File: config.mk
export PLATFORM = sky130hd
export DESIGN_NAME = sigmoid_sonf_core_flat
export DESIGN_NICKNAME = d
export VERILOG_FILES = /design/src/rtl/sigmoid_sonf_core_if.sv /design/src/rtl/sigmoid_sonf_core.sv /design/src/flat_wrapper.sv
export SDC_FILE = /design/constraint.sdc
export NUM_CORES = 1
export LEC_CHECK = 0
export ABC_CLOCK_PERIOD_IN_PS = 5300
export CAP_MARGIN = 20
export CORE_UTILIZATION = 28
export DETAILED_ROUTE_END_ITERATION = 8
export GPL_ROUTABILITY_DRIVEN = 0
export MAX_ROUTING_LAYER = met4
export PLACE_DENSITY = 0.47
export SKIP_CTS_REPAIR_TIMING = 1
export SLEW_MARGIN = 30
export SYNTH_ARGS = -nofsm -noshare
export SYNTH_HDL_FRONTEND = slang
export SYNTH_SLANG_ARGS = --single-unit
File: constraint.sdc
create_clock -name clk -period 5.3 [get_ports clk]
set_input_delay 1.06 -clock clk [delete_from_list [all_inputs] [get_ports clk]]
set_output_delay 1.06 -clock clk [all_outputs]
set_load 0.005 [all_outputs]
File: src/rtl/sigmoid_sonf_core_if.sv
// Streaming bus for the SONF sigmoid core: one sample in, one sample out
// per clock, no backpressure. The producer side (conv/FC accumulator or
// bench) uses the master modport; the core uses the slave modport.
interface sigmoid_sonf_core_if #(
  parameter int XW = 17,
  parameter int YW = 33
);
  logic          in_valid;
  logic [XW-1:0] x;
  logic          out_valid;
  logic [YW-1:0] y;

  modport master (output in_valid, output x, input out_valid, input y);
  modport slave  (input in_valid, input x, output out_valid, output y);
endinterface

File: src/rtl/sigmoid_sonf_core.sv
// sigmoid_sonf_core: 3-stage pipelined fixed-point sigmoid using the
// second-order nonlinear approximation with L = 4.
//   x: signed Q4.12 (17 bits), y: Q8.24 (33 bits), 1.0 = 2^24.
//   S1: sign, magnitude, saturation flag, t = 4.0 - |x|
//   S2: p = t*t
//   S3: q = p/32, fold into y by sign/saturation
// Optional feature macro: SIGMOID_ROUND_EN
//   defined   -> q = (p + 16) >> 5 (round half up)
//   undefined -> q = p >> 5 (truncate)
// Latency and ports are identical in both builds.
module sigmoid_sonf_core #(
  parameter int XW = 17,
  parameter int XF = 12,
  parameter int YW = 33
) (
  input  logic               clk,
  input  logic               rst,
  sigmoid_sonf_core_if.slave bus
);

  // Magnitude is one bit wider than x so that |-2^(XW-1)| is representable.
  localparam int AW = XW + 1;
  // t = 4.0 - |x| in Q2.12 needs XF+3 bits (max value 4.0 = 2^(XF+2)).
  localparam int TW = XF + 3;
  // t*t never exceeds 2^(2*XF+4), so one bit less than the full product.
  localparam int PW = 2 * TW - 1;
  // (t/4)^2 / 2 in Q(2*XF): t^2 * 2^-(2*XF+5) * 2^(2*XF) = t^2 >> 5.
  localparam int SH = 5;

  localparam logic [AW-1:0] LIM   = AW'(1) << (XF + 2);
  localparam logic [YW-1:0] ONE_Y = YW'(1) << (2 * XF);

  // Stage 1 registers
  logic          v1;
  logic          s1;
  logic          sat1;
  logic [TW-1:0] t1;

  // Stage 2 registers
  logic          v2;
  logic          s2;
  logic          sat2;
  logic [PW-1:0] p2;

  // Stage 3 (output) registers
  logic          v3;
  logic [YW-1:0] y3;

  // Stage 1 combinational terms
  logic [AW-1:0] xe;
  logic [AW-1:0] a_n;
  logic          sat_n;
  logic [TW-1:0] t_n;

  // Stage 2 combinational terms
  logic [2*TW-1:0] p_full;

  // Stage 3 combinational terms
  logic [PW:0]   pr;
  logic [YW-1:0] q_ext;
  logic [YW-1:0] y_n;

  assign xe = {bus.x[XW-1], bus.x};

  // Magnitude, saturation and distance from the knee at |x| = 4.0.
  // t is forced to zero when saturated so the multiplier never sees a
  // wrapped value; the saturated branch ignores it anyway.
  always_comb begin
    a_n = xe;
    if (xe[AW-1]) a_n = ~xe + AW'(1);
    sat_n = (a_n >= LIM);
    t_n   = '0;
    if (!sat_n) t_n = TW'(LIM - a_n);
  end

  assign p_full = {{TW{1'b0}}, t1} * {{TW{1'b0}}, t1};

  // Scale the square down to Q.24 of 0.5*(1-|x|/4)^2. Rounding is applied
  // to the magnitude before the sign fold, so y(x) + y(-x) stays exactly 1.0.
  always_comb begin
`ifdef SIGMOID_ROUND_EN
    pr = {1'b0, p2} + (PW+1)'(16);
`else
    pr = {1'b0, p2};
`endif
    q_ext = YW'(pr >> SH);
    unique case ({sat2, s2})
      2'b10:   y_n = ONE_Y;
      2'b11:   y_n = '0;
      2'b00:   y_n = ONE_Y - q_ext;
      default: y_n = q_ext;
    endcase
  end

  // Stage 1: capture sign, saturation and t for every incoming cycle.
  always_ff @(posedge clk or posedge rst) begin
    if (rst) begin
      v1   <= 1'b0;
      s1   <= 1'b0;
      sat1 <= 1'b0;
      t1   <= '0;
    end else begin
      v1   <= bus.in_valid;
      s1   <= bus.x[XW-1];
      sat1 <= sat_n;
      t1   <= t_n;
    end
  end

  // Stage 2: square t and carry the branch selectors alongside.
  always_ff @(posedge clk or posedge rst) begin
    if (rst) begin
      v2   <= 1'b0;
      s2   <= 1'b0;
      sat2 <= 1'b0;
      p2   <= '0;
    end else begin
      v2   <= v1;
      s2   <= s1;
      sat2 <= sat1;
      p2   <= p_full[PW-1:0];
    end
  end

  // Stage 3: y changes only for valid samples and holds otherwise.
  always_ff @(posedge clk or posedge rst) begin
    if (rst) begin
      v3 <= 1'b0;
      y3 <= '0;
    end else begin
      v3 <= v2;
      if (v2) y3 <= y_n;
    end
  end

  assign bus.out_valid = v3;
  assign bus.y         = y3;

endmodule

File: src/flat_wrapper.sv
// flat-port wrapper written by rule: the top's interface ports become plain ports
module sigmoid_sonf_core_flat 
#(
  parameter int XW = 17,
  parameter int XF = 12,
  parameter int YW = 33
)
  (clk, rst, bus_in_valid, bus_x, bus_out_valid, bus_y);
  sigmoid_sonf_core_if #(.XW(XW), .YW(YW)) bus_i ();
  input  logic clk;
  input  logic rst;
  input wire logic [$bits(bus_i.in_valid)-1:0] bus_in_valid;
  input wire logic [$bits(bus_i.x)-1:0] bus_x;
  output wire logic [$bits(bus_i.out_valid)-1:0] bus_out_valid;
  output wire logic [$bits(bus_i.y)-1:0] bus_y;
  assign bus_i.in_valid = bus_in_valid;
  assign bus_i.x = bus_x;
  assign bus_out_valid = bus_i.out_valid;
  assign bus_y = bus_i.y;
  sigmoid_sonf_core #(.XW(XW), .XF(XF), .YW(YW)) u_core (.clk(clk), .rst(rst), .bus(bus_i));
endmodule
# Yosys cells after proc, flatten, opt, wreduce, memory -nomap -nowiden
# Index checks and enable logic that the tools add are counted.
# Widths: inputs -> output; s select.
[classes]
n_mux = 3
div = 0
shifts = 0
bitwise = 1
mul = 1
magnitude_cmp = 1
n_reduce_logical = 1
eq_ne = 2
n_addsub = 3
[ops]
columns = ["cell", "count"]
rows = [
  ["$pmux 33 s3", 1],
  ["$mul 15x15->29", 1],
  ["$sub 25x24->26 const A", 1],
  ["$add 18x1->18 const B", 1],
  ["$ge 18x15->1 const B", 1],
  ["$mux 18", 1],
  ["$not 18->18", 1],
  ["$mux 15", 1],
  ["$sub 15x15->15 const A", 1],
  ["$eq 2x2->1 const B", 2],
  ["$logic_not 2->1", 1],
]
[word_totals]
reg_bits = 84
elab_cells = 22
n_memories = 0
inputBits = 20
rom_bits = 0
latchBits = 0
out_inout_bits = 34
mem_bits_rw = 0

# Longest topological paths before layout
# Gate-level depths: netlist of run 1.
[logic_depth]
ltp_word = 5
mapped_depth = 22
ltp_nobuf = 21

# Worst setup path before layout of run 1
# No wires, ideal clock.
[synth_timing]
kind = "register -> register"
startpoint = "reg u_core.t1[5]"
endpoint = "reg u_core.p2[23]"
setup_slack_ns = -0.284
t_required_ns = 5.175
setup_time_ns = 0.125
path_buffers = 1
arrival_time_ns = 5.458
period_less_slack_ns = 5.584
stages_incl_launch_ff = 19
path_cell_list = "dfrtp_1 clkbuf_1 nand2_1 fa_1 fa_1 inv_1 fa_1 fa_1 fa_1 inv_1 fa_1 inv_1 ha_1 a21o_1 a31o_2 o21bai_1 o41ai_1 o211a_1 a2111oi_0"
[synth_via]
elab_chain_cells = 1
[synth_lines]
columns = ["element", "line", "rtl"]
rows = [
  ["start, declared", "sigmoid_sonf_core.sv:37", "logic [TW-1:0] t1;"],
  ["start signal, assigned", "sigmoid_sonf_core.sv:106", "t1 <= t_n;"],
  ["$mul 15x15->29", "sigmoid_sonf_core.sv:76", "assign p_full = {{TW{1'b0}}, t1} * {{TW{1'b0}}, t1};"],
  ["net u_core.p_full[23]", "sigmoid_sonf_core.sv:56", "logic [2*TW-1:0] p_full;"],
  ["end signal, assigned", "sigmoid_sonf_core.sv:121", "p2 <= p_full[PW-1:0];"],
  ["end, declared", "sigmoid_sonf_core.sv:43", "logic [PW-1:0] p2;"],
]
# The timed path passes the listed nets, and every way through them passes these cells.
# A chain may end at the register's enable or synchronous reset.

# Worst setup path in the final report of run 1
[layout_timing]
startpoint = "reg u_core.t1[2]"
endpoint = "reg u_core.p2[23]"
# Same word-level chain as after synthesis.

==> flow_summary.toml, run 1 <==
[run_status]
status = "finished with violations"
violations = "setup timing"

[synthesis]
synth-seq-cells = 71
synthArstFlopShare_pct = 100
avgSynthCellArea_um2 = 9.17
synth_ff_type = "dfrtp_1"
synth_top_cell_by_area = "fa_1"
synth_top_area_share_pct = 28.3
syn_inst = 1055
ys_seq_area_share_pct = 18.4
yosysUniqueCellTypes = 57
synth_warnings = 0
synth_edf_count = 0
syn-cell-area_mm2 = 0.00968
yosys-top-cells-area = "fa_1, dfrtp_1, ha_1"

[finish]
final_core_util_pct = 37.8
n_antenna_cell = 0
final_cells = 1695
most-common-layout-cells = "inv_1, buf_4, fa_1"
final_common_cell = "inv_1"
layout.nets = 1489
area_growth_pct = 32.0
layout-drive-gt1-share_pct = 25.7

[clock_network]
cts-root-buf = "clkbuf_16"
htreeDepth = 3
clock_sinks = 71
cts_tree = "built"
cts_buffers = 9
cts_buffer_depth = 2
clkTransAtPathRegs_ns = 0.07
clock_latency_ns = 0.34

[timing]
tightestPinTransition_ns = 0.862
finClkSkew_ns = 0.00929
hold_slack_ns = 0.354
finalSetupViolations = 9
fin_setup_tns_ns = -0.986
period_share_pct = 104
relSlewSlack_pct = 42.6
fmax_ghz = 0.181
min_period_ns = 5.51
final_hold_viol_count = 0
layout_setup_ws_ns = -0.210
drv_slew = 0
rsz0062_at_grt = "true"

[power]
power_mw = 2.12
p_leak_nw = 6.40
powerDensity_mw_per_mm2 = 166
power.switching_mw = 0.744
pwr-share-comb_pct = 38.8
clkPwrFrac_pct = 30.0
pwr-share-seq_pct = 31.2
intPower_mw = 1.37
sw_frac_of_total_pct = 35.1
peakVddDrop_mv = 0.160

[critical_path]
cp_max_fo = 4
rr_startpoint = "u_core.t1[2]$_DFF_PP0_"
end_kind = "flip-flop"
crit_required_ns = 5.53
critPathLaunchType = "flip-flop"
worstSetupStartpoint = "u_core.t1[2]$_DFF_PP0_"
worst-setup-path-type = "flip-flop to flip-flop"
arrival_ns = 5.74

[global_routing]
grt_pass1_vias = 7721
grt_max_degree = 45
antenna_found_initial = 0
overflow = 0
grt_pass1_wl_um = 38800
grtUsageTotal_pct = 14.0

[placement]
io_buffers = 45
place_hpwl_um = 19500
dp.cells = 1649

[floorplan]
start_util_pct = 28.7
die-area_mm2 = 0.0353
die_w_um = 188
rows = 67
core_area_mm2 = 0.0338
io_pins = 54
die_h_um = 188

[detailed_routing]
dr.max_layer_used = "met4"
routedWlPerCell_um = 13.9
detail_route.vias_per_cell = 4.45
route.met3.wl_um = 469
drcViolationCount = 0
num_vias = 7541
first_iter_violations = 317
drt-total-wl_um = 23500
route.antenna.remaining_nets = 0
wl_met2_um = 11500
met1Wirelength_um = 11400
first_pass_iters = 5

[job]
cap_violations = 0

[worst_hold_path]
hp-class = "flip-flop to flip-flop"
min_from = "u_core.v1$_DFF_PP0_"
-- logic make-up (layout without fill, tap and decap cells) --
| kind of cell | Yosys count | after routing | share of synthesized area, % |
|---|---|---|---|
| AOI/OAI and AO/OA | 146 | 146 | 10.1 |
| and+or+nand+nor | 267 | 267 | 13.5 |
| adders and majority gates | 227 | 227 | 40.0 |
| xor gates and xnor gates | 73 | 73 | 6.61 |
| buffers and inverters | 263 | 448 | 10.6 |
| other | 1 | 8 | 0.0387 |
| muxes | 7 | 7 | 0.776 |
| DFF | 71 | 71 | 18.4 |
-- synth_stat cells, types with 5 or more instances --
cell       count
nor4_1         7
nand4_1        7
xnor2_1       59
ha_1          90
o21ai_0       24
inv_1        220
xor2_1        14
nand2_1       95
o31ai_1       14
fa_1         137
o21bai_1       5
and3_1         7
or3_1          5
a21oi_1       37
a211oi_1       9
and2_1        41
o41ai_1        5
nand2b_1       5
nand3_1        5
a21o_1         6
o2bb2ai_1     12
dfrtp_1       71
a31oi_1       12
nor2b_1       10
nor2_1        52
nor3_1        19
buf_4          8
clkbuf_1      30
-- layer usage --
layer	track usage [%]	vias to the layer above
met3	1.24	12
met5	-	-
met4	3.00	0
met1	18.8	3734
met2	22.8	93
li1	-	3702
-- metrics by stage --
step                setup slack [ns]  area [um2]
global route                  -0.392       12800
CTS                           -0.568       11900
detailed placement            -0.514       11600
finish                        -0.210       12800
global placement              -0.407       11600
floorplan                    0.00459        9900
-- layout make-up --
class	count	area, um2
Sequential cell	71	1790
Tap cell	448	561
Fill cell	3474	21000
Inverter	220	831
Clock inverter	7	77.6
Multi-Input combinational cell	728	7530
Clock buffer	9	225
Timing Repair Buffer	212	1760
-- critical path, stage by stage, from the launching register on --
cell	delay [ns]
dfrtp_1	0.41
buf_6	0.14
and2_4	0.13
fa_1	0.53
inv_2	0.04
fa_1	0.57
inv_2	0.05
fa_1	0.49
inv_2	0.04
fa_1	0.51
inv_2	0.04
fa_2	0.53
inv_2	0.04
fa_1	0.51
inv_2	0.05
ha_4	0.27
buf_6	0.11
nand2_1	0.12
o41ai_4	0.45
nor4_2	0.08
a2111oi_2	0.29
-- flip-flops by register name, summed over array words and instances, names as in the netlist --
name,cells
u_core.bus.out_valid,1
u_core.bus.y,25
u_core.p2,24
u_core.s1,1
u_core.s2,1
u_core.sat1,1
u_core.sat2,1
u_core.t1,15
u_core.v1,1
u_core.v2,1
-- power by group through the flow --
| stage | combinational (mW) | clock, mW | sequential (mW) |
|---|---|---|---|
| 2_1_floorplan | 0.488 | 0 | 0.652 |
| 3_5_place_dp | 0.738 | 0 | 0.674 |
| 6_report | 0.821 | 0.636 | 0.661 |
| 5_1_grt | 0.920 | 0.679 | 0.668 |
| 3_3_place_gp | 0.735 | 0 | 0.673 |
| 4_1_cts | 0.743 | 0.654 | 0.665 |
-- worst paths after layout --
check,end,slack (ns),cells past startpoint
max in group asynchronous,u_core.bus.y[4]$_DFFE_PP0P_,3.40,3
worst max register to register,u_core.p2[23]$_DFF_PP0_,-0.21,20
worst min-delay path,u_core.v2$_DFF_PP0_,0.35,0
worst min register to register,u_core.v2$_DFF_PP0_,0.35,0
worst max-delay path,u_core.p2[23]$_DFF_PP0_,-0.21,20
min in group asynchronous,u_core.sat1$_DFF_PP0_,1.13,2
No activity file was read; power rests on OpenSTA's default activity.
==> run 2: changes to the inputs <==
- ABC_CLOCK_PERIOD_IN_PS: 5300 -> 5450
- PLACE_DENSITY: 0.47 -> 0.45
- clock period: 5.3 -> 5.45 ns (I/O delays scaled with it)
==> run 2 against run 1 <==
Net effect: the flow still finishes with violations (setup timing); register-to-register slack better by 0.18 ns; via count is 4.4% lower; highest routed layer unchanged; critical endpoint unchanged; core utilization down 0.54 points.
==> flow_summary.toml, run 2 (synthesized netlist as in run 1, its figures left out) <==
[worst_hold_path]
min_path_cells = 0
hp-class = "flip-flop to flip-flop"
min_from = "u_core.sat1$_DFF_PP0_"
hold_end = "u_core.sat2$_DFF_PP0_"

[finish]
area_growth_pct = 30.1
fillers = 3363
final_common_cell = "inv_1"
most-common-layout-cells = "inv_1, fa_1, buf_4"
fin_area_mm2 = 0.0126
layout-drive-gt1-share_pct = 23.4
layout.nets = 1464
final_cells = 1671
largest_reg_flops = 25

[timing]
finalSetupViolations = 1
drv_slew = 0
min_period_ns = 5.48
rsz0062_at_grt = "true"
period_share_pct = 101
relSlewSlack_pct = 40.6
finClkSkew_ns = 0.00623
fmax_ghz = 0.182
layout_setup_ws_ns = -0.0310
final_hold_viol_count = 0
tightestPinTransition_ns = 0.888

[critical_path]
cp_top_family = "adder cells"
end_kind = "flip-flop"
arrival_ns = 5.71
path_cells = "buf_4 -> and2_1 -> fa_1 -> inv_1 -> fa_1 -> inv_2 -> fa_1 -> fa_1 -> fa_1 -> inv_1 -> fa_1 -> inv_2 -> ha_4 -> a21o_1 -> a31o_4 -> o21bai_4 -> o41ai_4 -> o211a_1 -> a2111oi_4"
critPathLaunchType = "flip-flop"
rr_startpoint = "u_core.t1[11]$_DFF_PP0_"
reg2reg_slack_ns = -0.03
r2r_end = "u_core.p2[23]$_DFF_PP0_"
reg2reg_depth = 19
crit_required_ns = 5.68
cp_max_fo = 4
path_buf_inv = 5
crit_path_max_incr_delay_ns = 0.56
cp_slowest_cell = "fa_1"
worst-setup-path-type = "flip-flop to flip-flop"
cp_common_cell = "fa_1"

[global_routing]
grt_pass1_wl_um = 37400
grtUsageTotal_pct = 13.4
grt_use_met2_pct = 22.1
top_usage_layer = "met2"
use_met3_pct = 1.55
met1_usage_pct = 17.9
grt_max_degree = 41
overflow = 0
antenna_found_initial = 0
grt_pass1_vias = 7535

[power]
p_leak_nw = 6.30
peakVddDrop_mv = 0.189
powerDensity_mw_per_mm2 = 164

[clock_network]
clock_latency_ns = 0.34
clock_sinks = 71
cts_tree = "built"
clkTransAtPathRegs_ns = 0.06
cts_buffers = 9
cts_buffer_depth = 2
htreeDepth = 3
cts-root-buf = "clkbuf_16"

[floorplan]
die-area_mm2 = 0.0353
die_h_um = 188
die_w_um = 188
rows = 67
io_pins = 54
core_area_mm2 = 0.0338
start_util_pct = 28.7

[detailed_routing]
routedWlPerCell_um = 13.4
drcViolationCount = 0
first_iter_violations = 259
first_pass_iters = 4
route.antenna.remaining_nets = 0
num_vias = 7207
detail_route.vias_per_cell = 4.31
drt-total-wl_um = 22400

[placement]
placed_cell_area_mm2 = 0.0115
io_buffers = 45
pre_cts_ws_ns = -0.402
dp.cells = 1631
place_hpwl_um = 18800

[run_status]
violations = "setup timing"
status = "finished with violations"

[job]
cap_violations = 0
## run 2: worst reg2reg max path, cell delays in order, from the launching register on
cell and delay [ns]:
dfrtp_1 0.43, buf_4 0.16, and2_1 0.18, fa_1 0.56, inv_1 0.06, fa_1 0.40, inv_2 0.08, fa_1 0.43
fa_1 0.49, fa_1 0.51, inv_1 0.05, fa_1 0.49, inv_2 0.05, ha_4 0.25, a21o_1 0.22, a31o_4 0.24
o21bai_4 0.14, o41ai_4 0.13, o211a_1 0.25, a2111oi_4 0.28
## run 2: area by class of cell
| type | instances | area (um2) | area share, % |
|---|---|---|---|
| multi-input cells | 728 | 7470 | 59.4 |
| flip-flops and latches | 71 | 1790 | 14.2 |
| repair buffers | 187 | 1610 | 12.8 |
| inverters | 220 | 826 | 6.56 |
| well taps | 448 | 561 | 4.45 |
| clock buffers | 9 | 225 | 1.79 |
| clock inverters | 7 | 103 | 0.815 |
| diodes | 1 | 2.50 | 0.0199 |
## run 2: per-stage QoR
stage                     hold WS, ns  total power [mW]  setup TNS [ns]  utilization, %
final                           0.350              2.07         -0.0310            37.3
after global routing            0.366              2.22           -1.64            37.3
after CTS                       0.353              2.01           -3.31            34.9
after detailed placement        0.340              1.36           -3.00            34.0
after global placement          0.335              1.35           -2.58            33.9
after floorplan                 0.331              1.10               0               -
## run 2: metal layers
layer  up-vias  routed length, um
met5         -                  0
met4         0                207
met3        11                541
met2        89              10700
met1      3444              10900
li1       3663                  -
## run 2: how the worst max path moves through the flow
stage                            startpoint                      end  slack [ns]  cells after the start
floorplan           u_core.t1[13]$_DFF_PP0_  u_core.p2[23]$_DFF_PP0_       0.004                     17
global placement     u_core.t1[3]$_DFF_PP0_  u_core.p2[22]$_DFF_PP0_       -0.36                     22
detailed placement   u_core.t1[3]$_DFF_PP0_  u_core.p2[22]$_DFF_PP0_       -0.40                     22
CTS                  u_core.t1[3]$_DFF_PP0_  u_core.p2[22]$_DFF_PP0_       -0.42                     22
global route        u_core.t1[11]$_DFF_PP0_  u_core.p2[23]$_DFF_PP0_       -0.20                     17
finish              u_core.t1[11]$_DFF_PP0_  u_core.p2[23]$_DFF_PP0_       -0.03                     19
## run 2: power breakdown
| group | switching [mW] | internal [mW] |
|---|---|---|
| registers | 0.0553 | 0.585 |
| clock network | 0.238 | 0.406 |
| logic | 0.401 | 0.384 |
| total | 0.694 | 1.38 |
